$ cat src/rtl/led_bar_monitor_pkg.sv
// Shared encodings for the LED bar monitor: motion states and sticky error bit positions.
package led_mon_pkg;

  typedef enum logic [1:0] {
    ST_IDLE = 2'd0,
    ST_RISE = 2'd1,
    ST_FALL = 2'd2
  } mon_state_e;

  localparam int ERR_THERM = 0;
  localparam int ERR_STEP  = 1;
  localparam int ERR_STALL = 2;

endpackage

$ cat src/rtl/led_bar_monitor_if.sv
// Observed LED bus plus the decoded monitor results; slave is the monitor side.
interface led_bar_monitor_if #(
  parameter int WIDTH = 16,
  parameter int CNT_W = 8
);
  localparam int LW = $clog2(WIDTH + 1);

  logic [WIDTH-1:0] led;
  logic             err_clr;
  logic [LW-1:0]    level;
  logic [1:0]       state;
  logic             ext_vld;
  logic             ext_is_peak;
  logic [LW-1:0]    ext_lvl;
  logic             cycle_done;
  logic [CNT_W-1:0] cycle_cnt;
  logic [2:0]       err;

  modport master (
    output led, err_clr,
    input  level, state, ext_vld, ext_is_peak, ext_lvl, cycle_done, cycle_cnt, err
  );

  modport slave (
    input  led, err_clr,
    output level, state, ext_vld, ext_is_peak, ext_lvl, cycle_done, cycle_cnt, err
  );
endinterface

$ cat src/rtl/led_bar_monitor_therm_decode.sv
// Combinational thermometer decoder: valid when led is 2^n-1, count is n.
module therm_decode #(
  parameter  int WIDTH = 16,
  localparam int LW    = $clog2(WIDTH + 1)
) (
  input  logic [WIDTH-1:0] led_i,
  output logic             valid_o,
  output logic [LW-1:0]    count_o
);

  logic [WIDTH-1:0] led_inc;

  // A thermometer code plus one is a single bit with no overlap.
  assign led_inc = led_i + {{(WIDTH-1){1'b0}}, 1'b1};
  assign valid_o = ((led_i & led_inc) == '0);

  always_comb begin
    count_o = '0;
    for (int i = 0; i < WIDTH; i++) begin
      count_o = count_o + LW'(led_i[i]);
    end
  end

endmodule

$ cat src/rtl/led_bar_monitor.sv
// Passive observer of the bound_flasher LED bus: tracks level and direction, flags protocol errors.
module led_bar_monitor
  import led_mon_pkg::*;
#(
  parameter int WIDTH     = 16,
  parameter int STEP_MAX  = 1,
  parameter int STALL_MAX = 8,
  parameter int CNT_W     = 8
) (
  input  logic               clk,
  input  logic               rst_n,
  led_bar_monitor_if.slave   mon
);

  localparam int LW = $clog2(WIDTH + 1);
  localparam int SW = $clog2(STALL_MAX + 1);

  logic             therm_valid;
  logic [LW-1:0]    n_lvl;
  logic [LW-1:0]    level_q;
  mon_state_e       state_q;
  logic             ext_vld_q;
  logic             ext_is_peak_q;
  logic [LW-1:0]    ext_lvl_q;
  logic             cycle_done_q;
  logic [CNT_W-1:0] cycle_cnt_q;
  logic [2:0]       err_q;
  logic [SW-1:0]    stall_q;
  logic             full_seen_q;

  logic             up;
  logic             down;
  logic [LW-1:0]    delta;
  logic             step_big;

  therm_decode #(.WIDTH(WIDTH)) u_decode (
    .led_i   (mon.led),
    .valid_o (therm_valid),
    .count_o (n_lvl)
  );

  assign up       = (n_lvl > level_q);
  assign down     = (n_lvl < level_q);
  assign delta    = up ? (n_lvl - level_q) : (level_q - n_lvl);
  assign step_big = (int'(delta) > STEP_MAX);

  always_ff @(posedge clk or negedge rst_n) begin
    if (!rst_n) begin
      level_q       <= '0;
      state_q       <= ST_IDLE;
      ext_vld_q     <= 1'b0;
      ext_is_peak_q <= 1'b0;
      ext_lvl_q     <= '0;
      cycle_done_q  <= 1'b0;
      cycle_cnt_q   <= '0;
      err_q         <= '0;
      stall_q       <= '0;
      full_seen_q   <= 1'b0;
    end else begin
      ext_vld_q    <= 1'b0;
      cycle_done_q <= 1'b0;
      // Clear first; any bit set below in the same cycle overrides it.
      if (mon.err_clr) err_q <= '0;

      if (!therm_valid) begin
        err_q[ERR_THERM] <= 1'b1;
      end else begin
        level_q <= n_lvl;
        if (step_big) err_q[ERR_STEP] <= 1'b1;

        if (up) begin
          if (state_q == ST_FALL && level_q != '0) begin
            ext_vld_q     <= 1'b1;
            ext_is_peak_q <= 1'b0;
            ext_lvl_q     <= level_q;
          end
          state_q <= ST_RISE;
          stall_q <= '0;
        end else if (down) begin
          if (state_q == ST_RISE) begin
            ext_vld_q     <= 1'b1;
            ext_is_peak_q <= 1'b1;
            ext_lvl_q     <= level_q;
          end
          state_q <= ST_FALL;
          stall_q <= '0;
        end else if (state_q != ST_IDLE) begin
          if (stall_q != SW'(STALL_MAX)) stall_q <= stall_q + SW'(1);
          if (stall_q >= SW'(STALL_MAX - 1)) err_q[ERR_STALL] <= 1'b1;
        end

        if (n_lvl == '0) state_q <= ST_IDLE;
        if (n_lvl == LW'(WIDTH)) full_seen_q <= 1'b1;

        // Back at empty after having been full closes one flasher cycle.
        if (n_lvl == '0 && full_seen_q) begin
          cycle_done_q <= 1'b1;
          full_seen_q  <= 1'b0;
          if (cycle_cnt_q != '1) cycle_cnt_q <= cycle_cnt_q + CNT_W'(1);
        end
      end
    end
  end

  assign mon.level       = level_q;
  assign mon.state       = state_q;
  assign mon.ext_vld     = ext_vld_q;
  assign mon.ext_is_peak = ext_is_peak_q;
  assign mon.ext_lvl     = ext_lvl_q;
  assign mon.cycle_done  = cycle_done_q;
  assign mon.cycle_cnt   = cycle_cnt_q;
  assign mon.err         = err_q;

endmodule

$ cat src/flat_wrapper.sv
// flat-port wrapper written by rule: the top's interface ports become plain ports
module led_bar_monitor_flat import led_mon_pkg::*;
#(
  parameter int WIDTH     = 16,
  parameter int STEP_MAX  = 1,
  parameter int STALL_MAX = 8,
  parameter int CNT_W     = 8
)
  (clk, rst_n, mon_led, mon_err_clr, mon_level, mon_state, mon_ext_vld, mon_ext_is_peak, mon_ext_lvl, mon_cycle_done, mon_cycle_cnt, mon_err);
  led_bar_monitor_if #(.WIDTH(WIDTH), .CNT_W(CNT_W)) mon_i ();
  input  logic clk;
  input  logic rst_n;
  input wire logic [$bits(mon_i.led)-1:0] mon_led;
  input wire logic [$bits(mon_i.err_clr)-1:0] mon_err_clr;
  output wire logic [$bits(mon_i.level)-1:0] mon_level;
  output wire logic [$bits(mon_i.state)-1:0] mon_state;
  output wire logic [$bits(mon_i.ext_vld)-1:0] mon_ext_vld;
  output wire logic [$bits(mon_i.ext_is_peak)-1:0] mon_ext_is_peak;
  output wire logic [$bits(mon_i.ext_lvl)-1:0] mon_ext_lvl;
  output wire logic [$bits(mon_i.cycle_done)-1:0] mon_cycle_done;
  output wire logic [$bits(mon_i.cycle_cnt)-1:0] mon_cycle_cnt;
  output wire logic [$bits(mon_i.err)-1:0] mon_err;
  assign mon_i.led = mon_led;
  assign mon_i.err_clr = mon_err_clr;
  assign mon_level = mon_i.level;
  assign mon_state = mon_i.state;
  assign mon_ext_vld = mon_i.ext_vld;
  assign mon_ext_is_peak = mon_i.ext_is_peak;
  assign mon_ext_lvl = mon_i.ext_lvl;
  assign mon_cycle_done = mon_i.cycle_done;
  assign mon_cycle_cnt = mon_i.cycle_cnt;
  assign mon_err = mon_i.err;
  led_bar_monitor #(.WIDTH(WIDTH), .STEP_MAX(STEP_MAX), .STALL_MAX(STALL_MAX), .CNT_W(CNT_W)) u_core (.clk(clk), .rst_n(rst_n), .mon(mon_i));
endmodule
$ cat config.mk
export PLATFORM = sky130hd
export DESIGN_NAME = led_bar_monitor_flat
export DESIGN_NICKNAME = d
export VERILOG_FILES = /design/src/rtl/led_bar_monitor_pkg.sv /design/src/rtl/led_bar_monitor_if.sv /design/src/rtl/led_bar_monitor_therm_decode.sv /design/src/rtl/led_bar_monitor.sv /design/src/flat_wrapper.sv
export SDC_FILE = /design/constraint.sdc
export NUM_CORES = 1
export LEC_CHECK = 0
export BUFFER_PORTS_ARGS = -buffer_cell sky130_fd_sc_hd__buf_2
export CAP_MARGIN = 20
export CORE_MARGIN = 3
export CORE_UTILIZATION = 25
export CTS_CLUSTER_SIZE = 12
export DETAILED_ROUTE_END_ITERATION = 12
export PLACE_DENSITY = 0.53
export SKIP_CTS_REPAIR_TIMING = 1
export SYNTH_ARGS = -nofsm -noshare
export SYNTH_HDL_FRONTEND = slang
export SYNTH_SLANG_ARGS = --single-unit
$ cat constraint.sdc
create_clock -name clk -period 3.1 [get_ports clk]
set_clock_uncertainty 0.15 [all_clocks]
set_input_delay 0.775 -clock clk [delete_from_list [all_inputs] [get_ports clk]]
set_output_delay 0.775 -clock clk [all_outputs]
set_load 0.03 [all_outputs]
==> flow_metrics.env <==
export IMPL_setup_slack_ns=-2.09
export IMPL_syn_area_um2=2390
export IMPL_synth_fa_ha_area_share_pct=20.0
export IMPL_grt_pass1_vias=2156
export IMPL_path_common_cell="fa_1"
export IMPL_synth_top_family_by_area="adder cells"
export IMPL_vdd_drop_max_mv=0.413
export IMPL_fillers=963
export IMPL_final_cells=482
export IMPL_antenna_found_initial=0
export IMPL_whs_ns=0.325
export IMPL_worst_pin_slew_ns=0.689
export IMPL_violations="negative setup slack"
export IMPL_synth_nets=300
export IMPL_die_h_um=104
export IMPL_synthMuxAreaShare_pct=3.77
export IMPL_num_antenna_cells=0
export IMPL_synth_top_area_share_pct=32.4
export IMPL_synth_cell_types=50
export IMPL_drt_iter0_drc=54
export IMPL_cp_slowest_cell="fa_1"
export IMPL_htreeDepth=2
export IMPL_synthFlopType="dfrtp_1"
export IMPL_clockRootBuffer="clkbuf_8"
export IMPL_synth_compound_area_share_pct=14.1
export IMPL_synth_cells=250
export IMPL_place_gp_congestion=0.787
export IMPL_firstDrtPassIters=4
export IMPL_critPathMaxFanout=6
export IMPL_worstPathArrival_ns=5.21
export IMPL_critical_path_max_stage_delay_ns=0.54
export IMPL_grt_overflow=0
export IMPL_power_density_nw_per_um2=887
export IMPL_cp_start_kind="input pin"
export IMPL_ys_seq_area_share_pct=32.4
export IMPL_numPortBuffers=44
export IMPL_synth_edf_count=0
export IMPL_dieArea_um2=10800
export IMPL_synth_xor_area_share_pct=5.49
export IMPL_fin_tns_setup_ns=-49.27
export IMPL_finalHoldViolCount=0
export IMPL_synth_simple_area_share_pct=16.7
export IMPL_cap_violations=0
export IMPL_netlist_top_cells_area="dfrtp_1 32%, fa_1 10%, ha_1 9.9%, inv_1 6.0%, xor2_1 4.8%"
export IMPL_coreArea_um2=9280
export IMPL_rows=35
export IMPL_wire_per_inst_um=12.2
export IMPL_max_freq_ghz=0.193
export IMPL_maxSlewViolCount=0
export IMPL_synth_warnings=0
export IMPL_crit_chain="buf_8 > inv_4 > fa_1 > inv_2 > fa_2 > fa_1 > inv_1 > fa_1 > inv_2 > ha_4 > fa_2 > ha_1 > nand2b_1 > a21oi_2 > o22ai_4 > and3_4 > o21ba_4 > buf_6 > mux2_4"
export IMPL_drc=0
export IMPL_fin_crit_ns=5.19
export IMPL_clk_latency_ns=0.28
export IMPL_postSynth_asyncResetShare_pct=100
export IMPL_min_path_type="flip-flop to flip-flop"
export IMPL_critPathKind="input pin to flip-flop"
export IMPL_grt_pass1_wl_mm=10.2
export IMPL_grt_max_degree=32
export IMPL_status="finished with violations"
export IMPL_max_slew_margin_pct=54.1
export IMPL_vias=2120
export IMPL_post_place_cells=470
export IMPL_vias_per_cell=4.40
export IMPL_cts_made_buffers=5
export IMPL_track_usage_pct=11.3
export IMPL_drive_gt1_share_pct=49.9
export IMPL_cp_required_ns=3.12
export IMPL_yosysTopAreaCell="dfrtp_1"
export IMPL_rsz0062_at_grt="yes"
export IMPL_clk_pin_slew_worst_paths_ns=0.07
export IMPL_clkSinkCount=31
export IMPL_cts_max_path_buffers=2
export IMPL_end_kind="flip-flop"
export IMPL_die_w_um=104
export IMPL_setup_viol=30
export IMPL_ant_nets=0
export IMPL_wl_mm=5.90
export IMPL_crit_family="adder cells"
export IMPL_cts_tree="done"
export IMPL_initial_utilization_pct=25.8
export IMPL_dp_hpwl_mm=4.69
export IMPL_num_io_pins=45
export IMPL_ys_ff_latch=31
export IMPL_p_leak_uw=0.00187
export IMPL_nets=402
export IMPL_critical_path_buf_inv_count=6
export IMPL_fin_crit_sh_pct=167
export IMPL_areaGrowthSynthToFinish_pct=52.6
export IMPL_syn_area_per_cell_um2=9.57
export IMPL_rrSetupSlack_ns=0.57
[routing by layer]
| layer | vias to the layer above | track usage [%] | wire length (µm) |
|---|---|---|---|
| met4 | 0 | 2.75 | 47 |
| met5 | - | 0 | 0 |
| met3 | 5 | 2.62 | 175 |
| met2 | 27 | 17.5 | 2770 |
| met1 | 1032 | 15.9 | 2900 |
| li1 | 1056 | - | - |
[area by class of cell]
type	count	area [µm²]	share of cell area (%)
multi-input combinational	175	1730	47.4
sequential	31	776	21.3
timing repair buffer	101	706	19.3
tap	129	161	4.42
inverter	38	160	4.39
clock buffer	6	82.6	2.26
clock inverter	2	35.0	0.960
[where the power goes]
| group | internal [µW] | switching (µW) |
|---|---|---|
| Sequential | 405 | 0.376 |
| Combinational | 1280 | 1140 |
| Clock | 260 | 153 |
[per-stage QoR]
stage / cell area, µm² / utilization, % / total power [µW] / worst slack [ns]
2_1_floorplan: 2500 / - / 1540 / -2.30
3_3_place_gp: 3230 / 34.8 / 2340 / -2.43
3_5_place_dp: 3230 / 34.8 / 2360 / -2.50
4_1_cts: 3350 / 36.1 / 2790 / -2.20
5_1_grt: 3650 / 39.3 / 3530 / -2.28
6_report: 3650 / 39.3 / 3240 / -2.09
[registers in the layout, indices dropped and copies added (netlist names)]
signal	count
u_core.mon.level	5
u_core.mon.ext_vld	1
u_core.mon.err	3
u_core.mon.ext_is_peak	1
u_core.stall_q	4
u_core.mon.cycle_done	1
u_core.mon.state	2
u_core.mon.ext_lvl	5
u_core.mon.cycle_cnt	8
u_core.full_seen_q	1
[final timing paths]
path / end / depth (start not counted) / start
worst max register to register: u_core.mon.ext_lvl[1] / 9 / u_core.mon.level[1]
min in group asynchronous: u_core.mon.err[0] / 1 / rst_n
worst min-delay path: u_core.mon.err[0] / 1 / u_core.mon.err[0]
worst max-delay path: u_core.mon.ext_lvl[1] / 19 / mon_led[3]
max in group asynchronous: u_core.mon.ext_lvl[2] / 1 / rst_n
worst min register to register: u_core.mon.err[0] / 1 / u_core.mon.err[0]
[synth_stat cells, drive strengths merged, types with 2 or more instances]
| cell type | n |
|---|---|
| a21oi | 14 |
| xor2 | 13 |
| and3 | 4 |
| xnor2 | 2 |
| clkbuf | 2 |
| o41ai | 2 |
| o22a | 2 |
| ha | 19 |
| nor3 | 12 |
| buf | 4 |
| nand3 | 8 |
| o21ai | 13 |
| mux2 | 8 |
| inv | 38 |
| a21o | 4 |
| fa | 12 |
| nand4 | 6 |
| dfrtp | 31 |
| nor2 | 17 |
| nand2 | 12 |
| nand2b | 2 |
| nor2b | 3 |
[kinds of logic after synthesis]
| kind of cell | after synthesis |
|---|---|
| adders and majority gates | 31 |
| DFF | 31 |
| and+or+nand+nor | 72 |
| buffers and inverters | 44 |
| xor gates and xnor gates | 15 |
| AOI/OAI and AO/OA | 49 |
| muxes | 8 |
[cells in the final DEF (no fill, tap or decap), types with 3 or more instances in the layout]
master / netlist / final
nor2_2: 0 / 4
buf_4: 1 / 50
fa_2: 0 / 3
nand3_1: 8 / 8
ha_1: 19 / 15
a21oi_1: 14 / 8
ha_4: 0 / 4
fa_1: 12 / 9
nor3_4: 0 / 7
nand4_1: 5 / 5
nand2_1: 12 / 11
a21o_1: 4 / 4
clkbuf_8: 0 / 6
o21ai_2: 0 / 4
nor2_1: 17 / 11
a21oi_2: 0 / 6
mux2_4: 0 / 7
o21ai_1: 3 / 4
nor3_1: 6 / 3
inv_2: 0 / 8
buf_2: 2 / 41
inv_1: 38 / 27
xor2_1: 13 / 12
o21ai_0: 10 / 5
dfrtp_1: 31 / 31
buf_6: 1 / 8
No activity file was read; power rests on OpenSTA's default activity.
